File: src/rtl/addr_seq_gen_if.sv
// addr_seq_gen_if: request/response bundle between a controller and the address sequencer.
// master drives the run request and stall; slave returns status and per-bank read addresses.
// Address lanes are packed bank-major: bank k occupies [k*ADDR_W +: ADDR_W].
interface addr_seq_gen_if #(
  parameter int NUM_BANKS = 2,
  parameter int ADDR_W    = 10
);
  logic                          start;
  logic [ADDR_W-1:0]             seq_len;
  logic [ADDR_W-1:0]             base_w;
  logic [ADDR_W-1:0]             base_d;
  logic                          hold;
  logic                          busy;
  logic                          done;
  logic                          out_valid;
  logic [NUM_BANKS-1:0]          bank_en;
  logic [NUM_BANKS*ADDR_W-1:0]   raddr_w;
  logic [NUM_BANKS*ADDR_W-1:0]   raddr_d;

  // Controller side: issues runs and stalls, observes the address stream.
  modport master (
    output start, seq_len, base_w, base_d, hold,
    input  busy, done, out_valid, bank_en, raddr_w, raddr_d
  );

  // Sequencer side.
  modport slave (
    input  start, seq_len, base_w, base_d, hold,
    output busy, done, out_valid, bank_en, raddr_w, raddr_d
  );
endinterface

File: src/rtl/addr_seq_gen.sv
// addr_seq_gen: skewed weight/data SRAM read-address sequencer for the systolic array.
// Latency: step s appears one cycle after the counter holds s; done coincides with the last step.
// Backpressure: hold freezes counter and addresses, drops out_valid/bank_en. Optional ADDR_SEQ_WRAP_EN wraps overflow.
module addr_seq_gen #(
  parameter int NUM_BANKS     = 2,
  parameter int ADDR_W        = 10,
  parameter int DEPTH         = 128,
  parameter int PACK_PER_WORD = 1
) (
  input  logic          clk,
  input  logic          rst,
  addr_seq_gen_if.slave bus
);

  // Internal arithmetic width: two spare bits so base+offset and the step count never overflow.
  localparam int CW = ADDR_W + 2;
  localparam logic [CW-1:0]     GUARD_C = CW'(DEPTH - 1);
  localparam logic [ADDR_W-1:0] GUARD_A = ADDR_W'(DEPTH - 1);
  localparam logic [CW-1:0]     SKEW_C  = CW'((NUM_BANKS - 1) * PACK_PER_WORD);
`ifdef ADDR_SEQ_WRAP_EN
  localparam logic [CW-1:0]     DEPTH_C = CW'(DEPTH);
`endif

  typedef enum logic {IDLE, RUN} state_t;

  state_t                      state;
  logic [CW-1:0]               cnt;
  logic [CW-1:0]               last_step;
  logic [CW-1:0]               seq_len_q;
  logic [CW-1:0]               base_w_q;
  logic [CW-1:0]               base_d_q;

  logic                        busy_q;
  logic                        done_q;
  logic                        out_valid_q;
  logic [NUM_BANKS-1:0]        bank_en_q;
  logic [NUM_BANKS*ADDR_W-1:0] raddr_w_q;
  logic [NUM_BANKS*ADDR_W-1:0] raddr_d_q;

  // Per-bank view of the current counter value.
  logic [CW-1:0]               rel [NUM_BANKS];
  logic [NUM_BANKS-1:0]        win;
  logic [NUM_BANKS-1:0]        nxt_en;
  logic [NUM_BANKS*ADDR_W-1:0] nxt_w;
  logic [NUM_BANKS*ADDR_W-1:0] nxt_d;

  // Skew of bank k in serial steps.
  function automatic logic [CW-1:0] lane_off(input int k);
    return CW'(k * PACK_PER_WORD);
  endfunction

  // Fold an in-window sum that runs past the last SRAM row.
  function automatic logic [ADDR_W-1:0] map_addr(input logic [CW-1:0] sum);
`ifdef ADDR_SEQ_WRAP_EN
    logic [CW-1:0] m;
    m = sum % DEPTH_C;
    return m[ADDR_W-1:0];
`else
    return (sum > GUARD_C) ? GUARD_A : sum[ADDR_W-1:0];
`endif
  endfunction

  // Window test per bank; the subtraction only happens once cnt has reached the lane offset.
  always_comb begin
    for (int k = 0; k < NUM_BANKS; k++) begin
      rel[k] = '0;
      win[k] = 1'b0;
      if (cnt >= lane_off(k)) begin
        rel[k] = cnt - lane_off(k);
        win[k] = (rel[k] < seq_len_q);
      end
    end
  end

  // Next address/enable set for the step held in cnt; lanes outside the window park on the guard row.
  always_comb begin
    nxt_en = '0;
    nxt_w  = {NUM_BANKS{GUARD_A}};
    nxt_d  = {NUM_BANKS{GUARD_A}};
    for (int k = 0; k < NUM_BANKS; k++) begin
      if (win[k]) begin
        nxt_en[k]                  = 1'b1;
        nxt_w[k*ADDR_W +: ADDR_W]  = map_addr(base_w_q + rel[k]);
        nxt_d[k*ADDR_W +: ADDR_W]  = map_addr(base_d_q + rel[k]);
      end
    end
  end

  // Control FSM with all outputs registered; pulses default low every cycle.
  always_ff @(posedge clk) begin
    if (rst) begin
      state       <= IDLE;
      cnt         <= '0;
      last_step   <= '0;
      seq_len_q   <= '0;
      base_w_q    <= '0;
      base_d_q    <= '0;
      busy_q      <= 1'b0;
      done_q      <= 1'b0;
      out_valid_q <= 1'b0;
      bank_en_q   <= '0;
      raddr_w_q   <= {NUM_BANKS{GUARD_A}};
      raddr_d_q   <= {NUM_BANKS{GUARD_A}};
    end else begin
      done_q      <= 1'b0;
      out_valid_q <= 1'b0;
      case (state)
        IDLE: begin
          if (bus.start) begin
            if (bus.seq_len != '0) begin
              state     <= RUN;
              busy_q    <= 1'b1;
              cnt       <= '0;
              seq_len_q <= CW'(bus.seq_len);
              base_w_q  <= CW'(bus.base_w);
              base_d_q  <= CW'(bus.base_d);
              last_step <= CW'(bus.seq_len) + SKEW_C - CW'(1);
            end else begin
              // Empty run: acknowledge immediately, nothing is issued.
              done_q <= 1'b1;
            end
          end
        end
        RUN: begin
          if (bus.hold) begin
            // Stall: counter and addresses stay put, enables drop.
            bank_en_q <= '0;
          end else begin
            out_valid_q <= 1'b1;
            bank_en_q   <= nxt_en;
            raddr_w_q   <= nxt_w;
            raddr_d_q   <= nxt_d;
            if (cnt == last_step) begin
              state  <= IDLE;
              busy_q <= 1'b0;
              done_q <= 1'b1;
              cnt    <= '0;
            end else begin
              cnt <= cnt + CW'(1);
            end
          end
        end
        default: state <= IDLE;
      endcase
    end
  end

  assign bus.busy      = busy_q;
  assign bus.done      = done_q;
  assign bus.out_valid = out_valid_q;
  assign bus.bank_en   = bank_en_q;
  assign bus.raddr_w   = raddr_w_q;
  assign bus.raddr_d   = raddr_d_q;

endmodule
File: src/flat_wrapper.sv
// flat-port wrapper written by rule: the top's interface ports become plain ports
module addr_seq_gen_flat 
#(
  parameter int NUM_BANKS     = 2,
  parameter int ADDR_W        = 10,
  parameter int DEPTH         = 128,
  parameter int PACK_PER_WORD = 1
)
  (clk, rst, bus_start, bus_seq_len, bus_base_w, bus_base_d, bus_hold, bus_busy, bus_done, bus_out_valid, bus_bank_en, bus_raddr_w, bus_raddr_d);
  addr_seq_gen_if #(.NUM_BANKS(NUM_BANKS), .ADDR_W(ADDR_W)) bus_i ();
  input  logic clk;
  input  logic rst;
  input wire logic [$bits(bus_i.start)-1:0] bus_start;
  input wire logic [$bits(bus_i.seq_len)-1:0] bus_seq_len;
  input wire logic [$bits(bus_i.base_w)-1:0] bus_base_w;
  input wire logic [$bits(bus_i.base_d)-1:0] bus_base_d;
  input wire logic [$bits(bus_i.hold)-1:0] bus_hold;
  output wire logic [$bits(bus_i.busy)-1:0] bus_busy;
  output wire logic [$bits(bus_i.done)-1:0] bus_done;
  output wire logic [$bits(bus_i.out_valid)-1:0] bus_out_valid;
  output wire logic [$bits(bus_i.bank_en)-1:0] bus_bank_en;
  output wire logic [$bits(bus_i.raddr_w)-1:0] bus_raddr_w;
  output wire logic [$bits(bus_i.raddr_d)-1:0] bus_raddr_d;
  assign bus_i.start = bus_start;
  assign bus_i.seq_len = bus_seq_len;
  assign bus_i.base_w = bus_base_w;
  assign bus_i.base_d = bus_base_d;
  assign bus_i.hold = bus_hold;
  assign bus_busy = bus_i.busy;
  assign bus_done = bus_i.done;
  assign bus_out_valid = bus_i.out_valid;
  assign bus_bank_en = bus_i.bank_en;
  assign bus_raddr_w = bus_i.raddr_w;
  assign bus_raddr_d = bus_i.raddr_d;
  addr_seq_gen #(.NUM_BANKS(NUM_BANKS), .ADDR_W(ADDR_W), .DEPTH(DEPTH), .PACK_PER_WORD(PACK_PER_WORD)) u_core (.clk(clk), .rst(rst), .bus(bus_i));
endmodule
File: config.mk
export PLATFORM = sky130hd
export DESIGN_NAME = addr_seq_gen_flat
export DESIGN_NICKNAME = d
export VERILOG_FILES = /design/src/rtl/addr_seq_gen_if.sv /design/src/rtl/addr_seq_gen.sv /design/src/flat_wrapper.sv
export SDC_FILE = /design/constraint.sdc
export NUM_CORES = 1
export LEC_CHECK = 0
export CORE_MARGIN = 8
export CORE_UTILIZATION = 54
export DETAILED_ROUTE_END_ITERATION = 12
export DONT_BUFFER_PORTS = 1
export PLACE_DENSITY = 0.77
export SYNTH_ARGS = -nofsm -noshare
export SYNTH_HDL_FRONTEND = slang
export SYNTH_SLANG_ARGS = --single-unit
File: constraint.sdc
create_clock -name clk -period 8.1 [get_ports clk]
set_input_delay 1.215 -clock clk [delete_from_list [all_inputs] [get_ports clk]]
set_output_delay 1.215 -clock clk [all_outputs]
set_load 0.05 [all_outputs]
* Yosys cells after proc, flatten, opt, wreduce, memory -nomap -nowiden
Cells that the tools add are included.
** Word-level totals
- Register bits after elaboration :: 100
- Output and inout port bits :: 45
- Logic and storage cells :: 77
** Operators by class
- Add/subtract/negate cells :: 8
- Order comparisons :: 8
- Eq/ne operators :: 5
- Multiplexer cells :: 36
- Bitwise operators :: 2
- Reductions and logical operators :: 6
** Operators by type and width (number)
- 2-to-1 mux 10 bit :: 8
- 2-to-1 mux 12 bit :: 6
- adder 10 x 12 -> 12 bit :: 4
- > comparator 12 x 7 -> 1 bit (second input constant) :: 4
- >= comparator 12 x 1 -> 1 bit (second input constant) :: 2
- < comparator 12 x 10 -> 1 bit :: 2
- case mux 12 bit (2 select lines) :: 1
- subtractor 12 x 1 -> 12 bit (second input constant) :: 2
- 2-to-1 mux 1 bit :: 17
- adder 12 x 1 -> 12 bit (second input constant) :: 1
- == test 12 bit :: 1
- adder 10 x 1 -> 11 bit (second input constant) :: 1
- nonzero test 10 bit :: 1
- inequality test 2 bit (second input constant) :: 3
- case mux 1 bit (2 select lines) :: 3
- AND reduction 3 bit :: 2
- AND reduction 4 bit :: 1
- 2-to-1 mux 2 bit :: 1
- inequality test 2 x 1 -> 1 bit (second input constant) :: 1
- NOT 1 bit :: 2
- AND reduction 2 bit :: 1
- OR reduction 2 bit :: 1

* Longest topological paths before layout
Gate-level depths: netlist (run 1).
- Depth after elaboration :: 6
- Mapped depth :: 16

* Worst setup path before layout (run 1)
OpenSTA, ideal clock, no wires.
- Path kind :: register -> register
- Start :: register u_core.cnt[1]
- End :: register u_core.raddr_w_q[12], in the netlist u_core.bus.raddr_w[12]
- Setup time :: 0.122 ns
- Data arrival time :: 3.918 ns
- Data required time :: 7.978 ns
- Slack :: 4.060 ns
- Cell stages (with the launch flop) :: 16
- Cell sequence :: dfxtp_1 > buf_6 > inv_1 > ha_1 > or3b_1 > clkbuf_1 > nor4_2 > nor2b_1 > ha_1 > and3_1 > nand3_1 > a311oi_1 > maj3_1 > a221oi_1 > mux2_2 > o32a_1
** On the way
- Longest elaborated chain between the ends :: 6
- Elaborated cells on any way between the ends :: 9
- Those cells by class :: 2 x add/sub; 3 x order compare; 4 x mux
** Ends and longest elaborated chain
- from (decl) :: line addr_seq_gen.sv:27 : logic [CW-1:0] cnt;
- from (signal assigned) :: line addr_seq_gen.sv:139 : cnt <= cnt + CW'(1);
- subtractor 12 x 1 -> 12 bit or >= comparator 12 x 1 -> 1 bit (tied branches) :: line addr_seq_gen.sv:69, addr_seq_gen.sv:68
- 2-to-1 mux 12 bit :: line addr_seq_gen.sv:68 : if (cnt >= lane_off(k)) begin
- adder 10 x 12 -> 12 bit :: line addr_seq_gen.sv:83 : nxt_w[k*ADDR_W +: ADDR_W] = map_addr(base_w_q + rel[k]);
- > comparator 12 x 7 -> 1 bit :: line addr_seq_gen.sv:59 : return (sum > GUARD_C) ? GUARD_A : sum[ADDR_W-1:0];
- 2-to-1 mux 10 bit :: line addr_seq_gen.sv:59
- 2-to-1 mux 10 bit * :: line addr_seq_gen.sv:81 : if (win[k]) begin
- to (signal assigned) :: line addr_seq_gen.sv:102 : raddr_w_q <= {NUM_BANKS{GUARD_A}};
- to (signal assigned) :: line addr_seq_gen.sv:131 : raddr_w_q <= nxt_w;
- to (decl) :: line addr_seq_gen.sv:37 : logic [NUM_BANKS*ADDR_W-1:0] raddr_w_q;
Mark *: on every way between the ends. The rest lies on a longest branch, timed or not.
A chain may end at the register's enable or synchronous reset.

* Worst setup path in the final report (run 1)
- Start :: register u_core.cnt[1]
- End :: register u_core.raddr_d_q[10], in the netlist u_core.bus.raddr_d[10]
** On the way
- Longest elaborated chain between the ends :: 6
- Elaborated cells on any way between the ends :: 9
- Those cells by class :: 2 x add/sub; 3 x order compare; 4 x mux
** Ends and longest elaborated chain
- subtractor 12 x 1 -> 12 bit or >= comparator 12 x 1 -> 1 bit (tied branches) :: line addr_seq_gen.sv:69, addr_seq_gen.sv:68
- 2-to-1 mux 12 bit :: line addr_seq_gen.sv:68
- adder 10 x 12 -> 12 bit :: line addr_seq_gen.sv:84 : nxt_d[k*ADDR_W +: ADDR_W] = map_addr(base_d_q + rel[k]);
- > comparator 12 x 7 -> 1 bit :: line addr_seq_gen.sv:59
- 2-to-1 mux 10 bit :: line addr_seq_gen.sv:59
- 2-to-1 mux 10 bit * :: line addr_seq_gen.sv:81
- to (signal assigned) :: line addr_seq_gen.sv:103 : raddr_d_q <= {NUM_BANKS{GUARD_A}};
- to (signal assigned) :: line addr_seq_gen.sv:132 : raddr_d_q <= nxt_d;
- to (decl) :: line addr_seq_gen.sv:38 : logic [NUM_BANKS*ADDR_W-1:0] raddr_d_q;
Marked as above.

==> qor.log, run 1 <==
[global_routing] grt total ovfl 0
[clock_network] clock latency on the worst-skew pair 0.35 ns
[power] proportion of total power due to net switching 0.287
[clock_network] clock root buffer clkbuf_16
[setup_path] worst endpoint data arrival time 4.88 ns
[setup_path] master of the slowest instance on the critical path nor4_2
[power] fraction of power consumed by combinational cells 0.144
[sta] max-slew violations 0
[die] number of core rows 40
[power] leakage power 0.00279 uW
[synthesis] Synth Net Count 925
[setup_path] CP Class reg2reg
[layout] share of post-route cells with drive strength above 1 0.0401
[drt] met2 routed WL 8210 um
[power] pwr dens 159 nW/um2
[power] Clk network pwr share 0.357
[setup_path] WP data required 8.32 ns
[placement] total half-perimeter wirelength after legalization and detailed placement 14,100 um
[sta] worst rel slew slack 0.249
[sta] setup violation total in the final timing report 0
[drt] Initial DRC Count 441
[layout] Filler Cells Inserted 1,099
[synthesis] count of flip-flops with a built-in enable after synthesis 0
[power] Max VDD drop 138 uV
[global_routing] largest net degree at the start of global routing 57
[placement] # port buffers 0
[setup_path] capturing element type of the critical path register
[run_status] outcome finished, final reports clean
[sta] worst hold slack across all endpoints 0.455 ns
[synthesis] FFs w/ async S/R, synth 0
[clock_network] deepest clock path buffer count 2
[layout] number of antenna diodes 0
[synthesis] post-synth cell types 74
[layout] post-route standard cell area excluding fillers 6930 um2
[synthesis] most common flop cell mapped by yosys dfxtp_1
[clock_network] count of buffers added by post-CTS timing repair for setup 0
[clock_network] clock tree from TritonCTS done
[global_routing] overall track demand over capacity in global routing 0.232
[worst_hold_path] worst min-delay path category reg2reg
[synthesis] most numerous cell types in the synthesized netlist dfxtp_1, nand2_1, a21oi_1, nor2_1, ha_1
[sta] Final Hold Violating Endpoints 0
[global_routing] vias in the first global route 5,803
[power] P_sw 315 uW
[setup_path] biggest cell delay along the critical path 0.59 ns
[synthesis] number of storage elements in the synthesis netlist 99
[die] vertical die dimension 127 um
[setup_path] nature of the critical path startpoint register
[die] effective utilization at floorplan 0.554
[die] die area 16,100 um2
[synthesis] count leader, synth dfxtp_1
[synthesis] syn_area_per_cell 8.03 um2
[drt] Detail Route Antenna Nets 0
[synthesis] post-synthesis sequential area ratio 0.298
[die] Placeable Area 12,000 um2
[global_routing] wire length of the first global-routing pass 30,200 um
[sta] shortest period the worst path allows 4.66 ns
[die] floorplan die width 127 um
[drt] Remaining DRCs 0
[layout] Area Growth Syn to Fin 4.12%
[sta] clock skew after layout 0.00831 ns
[drt] highest signal layer in the routed design met4
[setup_path] worst path cell trace inv_1, ha_1, or3b_1, nor4_2, a21oi_1, ha_1, and4b_1, o41ai_1, a31o_2, and2_1, nor4_1, o211ai_1, a2111oi_4, a21oi_1
[drt] vias per cell 6.29
[synthesis] Yosys warning count 0
[synthesis] synth top area cells dfxtp_1, ha_1, a21oi_1
[drt] number of vias in the routed layout 5,947
[worst_hold_path] instance count along the most critical hold path 2
[synthesis] area share of the largest cell type after synthesis 0.298
[power] internal power summed over all cells 783 uW
[placement] final weighted congestion of routability-driven global placement 0.913
[sta] worst slew pin tran 1.13 ns
[job] count of maximum capacitance violations 0
[drt] M1 wire length 8140 um
[setup_path] Max FO, Critical Path 13
[drt] routed wirelength normalized by instance count 19.5 um
[clock_network] Max H-tree Level 3
[clock_network] clock slew at reported path FFs 0.06 ns
[global_routing] initial antenna violation count 0
[sta] upper clock frequency limit 0.214 GHz
[clock_network] PostCTS Resize Cnt 0
[sta] setup repair after global routing missed its margin no
[synthesis] cell type contributing the most total cell area after synthesis dfxtp_1
[synthesis] number of standard cells after synthesis 828
[placement] Post-Place Cell Area 6660 um2
[drt] routed length on met3 1270 um
[sta] share of the clock period used by the worst path after layout 0.576
[setup_path] R2R cell count 14
[clock_network] cts bufs inserted 9
[sta] total negative slack 0 ns
[clock_network] CTS Hold Bufs 0
[layout] Layout Nets 892
[drt] routed wire length 18,400 um
[power] register share of total power 0.498
[power] PnR Total Power 1100 uW
[synthesis] cell area after technology mapping 6650 um2
[die] Top-Level Pins 79
[drt] first-pass iteration count of the detailed router 7
[clock_network] clock sink count 99
[cells by family after synthesis]
family,Yosys count,synth area share
adder cells (fa/ha/maj),68,0.128
multiplexers,6,0.00922
AO/OA/AOI/OAI,215,0.216
flip-flops,99,0.298
AND/OR/NAND/NOR,287,0.210
buffers and inverters,88,0.0534
XOR/XNOR,65,0.0856
[metal layers]
metal  up-vias  track usage
met3        47       0.0512
met5         -            0
met2       207        0.369
met1      2803        0.283
met4         0        0.136
li1       2890            -
[power groups by stage]
stage	Clock [uW]	Combinational [uW]	Sequential, uW
6_report	392	158	547
5_1_grt	420	178	549
4_1_cts	403	158	547
3_5_place_dp	0	157	558
3_3_place_gp	0	152	557
2_1_floorplan	0	132	546
[placed cells by master, fill, tap and decap left out, drive strengths merged, types with 4 or more instances in the layout]
| cell type | count |
|---|---|
| o22ai | 4 |
| xor2 | 24 |
| nor3 | 17 |
| o31ai | 4 |
| nand2 | 97 |
| o21a | 8 |
| a21oi | 83 |
| inv | 42 |
| or4 | 7 |
| a31oi | 9 |
| nor4 | 10 |
| ha | 61 |
| o22a | 7 |
| mux2i | 5 |
| a311oi | 4 |
| nand3 | 19 |
| o32a | 7 |
| xnor2 | 41 |
| nand4 | 10 |
| clkbuf | 11 |
| o21ai | 28 |
| a22oi | 7 |
| a2111oi | 5 |
| dfxtp | 99 |
| nor2b | 11 |
| a21o | 14 |
| maj3 | 5 |
| and3 | 11 |
| and2 | 14 |
| a211oi | 4 |
| nand2b | 6 |
| nor2 | 63 |
| or3 | 8 |
[critical path: cells and delay by family, from the launching register on]
kind / cells / cell delay, ns
and+or+nand+nor: 5 / 1.71
AOI/OAI and AO/OA: 6 / 1.47
adders and majority gates: 2 / 0.66
DFF: 1 / 0.49
buffers and inverters: 1 / 0.19
[state kept, by name, summed over array words and instances (netlist names), 2 cells and up]
signal	flops
u_core.bus.raddr_w	20
u_core.bus.bank_en	2
u_core.cnt	12
u_core.bus.raddr_d	20
u_core.seq_len_q	9
u_core.last_step	12
u_core.base_d_q	10
u_core.base_w_q	10
[path summary, 6_finish.rpt]
path	from	end	slack, ns
worst max-delay path	u_core.cnt[1]	u_core.bus.raddr_d[10]	3.44
worst min-delay path	u_core.seq_len_q[8]	u_core.seq_len_q[8]	0.45
worst max register to register	u_core.cnt[1]	u_core.bus.raddr_d[10]	3.44
worst min register to register	u_core.seq_len_q[8]	u_core.seq_len_q[8]	0.45
[cell type report]
cell class	count	area, um2	share of cell area
multi-input combinational	641	4320	0.623
sequential	99	1980	0.286
clock buffer	11	243	0.0350
tap	147	184	0.0266
inverter	41	154	0.0222
clock inverter	3	23.8	0.00343
timing repair buffer	3	22.5	0.00325
[metrics by stage]
stage                      util  setup WS, ns  instances
after floorplan               -          4.06        828
after global placement    0.554          3.62        931
after detailed placement  0.554          3.50        931
after CTS                 0.577          3.47        945
after global routing      0.577          3.12        945
final                     0.577          3.44        945
Power figures use the tool's default switching activity.
==> inputs of run 2 (changes only) <==
==> constraint.sdc (replaced) <==
create_clock -name clk -period 4.4 [get_ports clk]
set_input_delay 0.66 -clock clk [delete_from_list [all_inputs] [get_ports clk]]
set_output_delay 0.66 -clock clk [all_outputs]
set_load 0.05 [all_outputs]
==> qor.log, run 2 (synthesis gave the netlist of run 1 again) <==
[worst_hold_path] startpoint of the tightest hold check path rst
[sta] worst rel slew slack 0.242 [-0.00708]
[sta] setup violation total in the final timing report 0 [unchanged]
[die] Placeable Area 12,000 um2 [unchanged]
[sta] clock skew after layout 0.0118 ns [+0.00346 ns]
[die] vertical die dimension 127 um [unchanged]
[setup_path] R2R cell count 14 [unchanged]
[power] pwr dens 302 nW/um2 [+90%]
[worst_hold_path] worst min-delay path category in2reg
[clock_network] clock latency on the worst-skew pair 0.36 ns [about the same]
[layout] share of post-route cells with drive strength above 1 0.0706 [+0.0305]
[drt] Detail Route Antenna Nets 0 [unchanged]
[clock_network] clock tree from TritonCTS done
[job] count of maximum capacitance violations 0 [unchanged]
[setup_path] capturing element type of the critical path register
[clock_network] CTS Hold Bufs 0 [unchanged]
[global_routing] grt total ovfl 0 [unchanged]
[die] Top-Level Pins 79 [unchanged]
[layout] Area Growth Syn to Fin 7.77%
[global_routing] wire length of the first global-routing pass 30,800 um [+2.0%]
[layout] Layout Nets 914 [+2.5%]
[setup_path] biggest cell delay along the critical path 0.61 ns [+0.02 ns]
[drt] routed wirelength normalized by instance count 19.5 um [-0.14%]
[layout] post-route standard cell area excluding fillers 7170 um2 [+3.5%]
[placement] final weighted congestion of routability-driven global placement 0.916 [+0.41%]
[setup_path] CP Class reg2reg
[setup_path] destination of the worst register-to-register timing path u_core.bus.raddr_d[12]
[die] die area 16,100 um2 [unchanged]
[drt] vias per cell 6.14 [-2.5%]
[sta] total negative slack 0 ns [unchanged]
[drt] Initial DRC Count 512 [+16%]
[worst_hold_path] instance count along the most critical hold path 1 [-1]
[clock_network] deepest clock path buffer count 2 [unchanged]
[setup_path] cell occurring most often along the worst timing path ha_1
[setup_path] master of the slowest instance on the critical path a2111oi_4
[layout] top library cells by usage in the layout, fill and taps aside dfxtp_1, nand2_1, a21oi_1, nor2_1, ha_1
[layout] Layout Utilization 0.597 [+0.0202]
[clock_network] clock sink count 99 [unchanged]
[setup_path] WP data required 4.61 ns [-3.71 ns]
[clock_network] clock slew at reported path FFs 0.07 ns [about the same]
[layout] Filler Cells Inserted 1,108 [+0.82%]
[run_status] outcome finished, final reports clean
[drt] number of vias in the routed layout 5,941 [-0.10%]
[sta] post-route setup slack 0.236 ns [-3.20 ns]
[clock_network] PostCTS Resize Cnt 0 [unchanged]
[placement] Worst Setup Slack post-DPL 0.196 ns [-3.31 ns]
[global_routing] vias in the first global route 5,825 [+0.38%]
[placement] # port buffers 0 [unchanged]
[sta] upper clock frequency limit 0.240 GHz [+12%]
[sta] setup repair after global routing missed its margin no
[setup_path] Max FO, Critical Path 7 [-6]
[setup_path] depth of the critical timing path with buffers and inverters included 14 [unchanged]
[worst_hold_path] worst min-delay path endpoint u_core.bus.out_valid
[die] effective utilization at floorplan 0.554 [unchanged]
[placement] Post-Place Cell Area 6820 um2 [+2.5%]
[layout] number of antenna diodes 0 [unchanged]
[setup_path] setup slack of the worst register-to-register path 0.24 ns [-3.20 ns]
[clock_network] count of buffers added by post-CTS timing repair for setup 0 [unchanged]
[setup_path] nature of the critical path startpoint register
[clock_network] Max H-tree Level 3 [unchanged]
[setup_path] worst path cell trace inv_1, ha_1, or3b_1, nor4_4, nor2b_1, ha_1, a31oi_1, o221ai_1, a21o_1, maj3_1, o2111ai_1, nand3_1, a2111oi_4, a21oi_1
[global_routing] initial antenna violation count 0 [unchanged]
[setup_path] worst endpoint data arrival time 4.38 ns [-0.50 ns]
[drt] routed wire length 18,900 um [+2.3%]
[die] floorplan die width 127 um [unchanged]
[clock_network] clock root buffer clkbuf_16
[sta] max-slew violations 0 [unchanged]
[placement] total half-perimeter wirelength after legalization and detailed placement 14,500 um [+2.8%]
[clock_network] cts bufs inserted 9 [unchanged]
[sta] worst slew pin tran 1.14 ns [+0.0106 ns]
[setup_path] launching point of the worst reg2reg path u_core.cnt[0]
[sta] shortest period the worst path allows 4.16 ns [-0.499 ns]
[setup_path] gate family responsible for the most delay along the worst path compound AO/OA/AOI/OAI gates
[placement] Post-Place Cells 953 [+2.4%]
[setup_path] number of buffer and inverter instances along the worst setup path 1 [unchanged]
[drt] Remaining DRCs 0 [unchanged]
[layout] Post-Layout Cell Count 968 [+2.4%]
[layout] most common cell after layout, fill and taps aside dfxtp_1
[die] number of core rows 40 [unchanged]
[sta] share of the clock period used by the worst path after layout 0.946 [+0.371]
[drt] first-pass iteration count of the detailed router 5 [-2]
[global_routing] overall track demand over capacity in global routing 0.238 [+0.00674]
[power] leakage power 0.00295 uW [+5.6%]
[global_routing] largest net degree at the start of global routing 57 [unchanged]
[power] Max VDD drop 299 uV [+120%]
[sta] Final Hold Violating Endpoints 0 [unchanged]
run 2: changes by cell type in the layout (fill, tap and decap cells not counted), sizes merged:
cell	before	now
clkinvlp	2	1
clkinv	0	1
bufinv	0	2
buf	3	25
clkbuf	11	10
run 2: layer usage:
layer | up-vias | share of wire | track usage
met4 | 0 | 0.022 | 0.0749
met5 | - | 0 | 0
met2 | 196 | 0.46 | 0.392
met3 | 37 | 0.071 | 0.0603
li1 | 2924 | - | -
met1 | 2784 | 0.44 | 0.299
run 2: worst max path at each step:
stage / to / startpoint / slack, ns
after floorplan: u_core.bus.raddr_w[12] / u_core.cnt[1] / 0.36
after global placement: u_core.bus.raddr_w[14] / u_core.cnt[0] / 0.34
after global routing: u_core.bus.raddr_d[15] / u_core.cnt[0] / 0.01
after CTS: u_core.bus.raddr_d[12] / u_core.cnt[0] / 0.16
final: u_core.bus.raddr_d[12] / u_core.cnt[0] / 0.24
after detailed placement: u_core.bus.raddr_d[12] / u_core.cnt[0] / 0.20
run 2: layout make-up:
type	count	area (um2)	share of cell area
inverter	41	154	0.0215
tap	147	184	0.0257
clock buffer	10	239	0.0333
timing repair buffer	25	188	0.0262
clock inverter	5	85.1	0.0119
sequential	99	1980	0.276
multi-input combinational	641	4340	0.605
run 2: report_power, final:
| group | internal (uW) | switching, uW |
|---|---|---|
| sequential | 931 | 75.7 |
| combinational | 119 | 178 |
| clock | 513 | 347 |
run 2: through the flow:
step | total power, uW | hold WS [ns]
floorplan | 1250 | 0.436
global placement | 1310 | 0.441
detailed placement | 1320 | 0.442
CTS | 2170 | 0.369
global route | 2260 | 0.366
finish | 2160 | 0.384
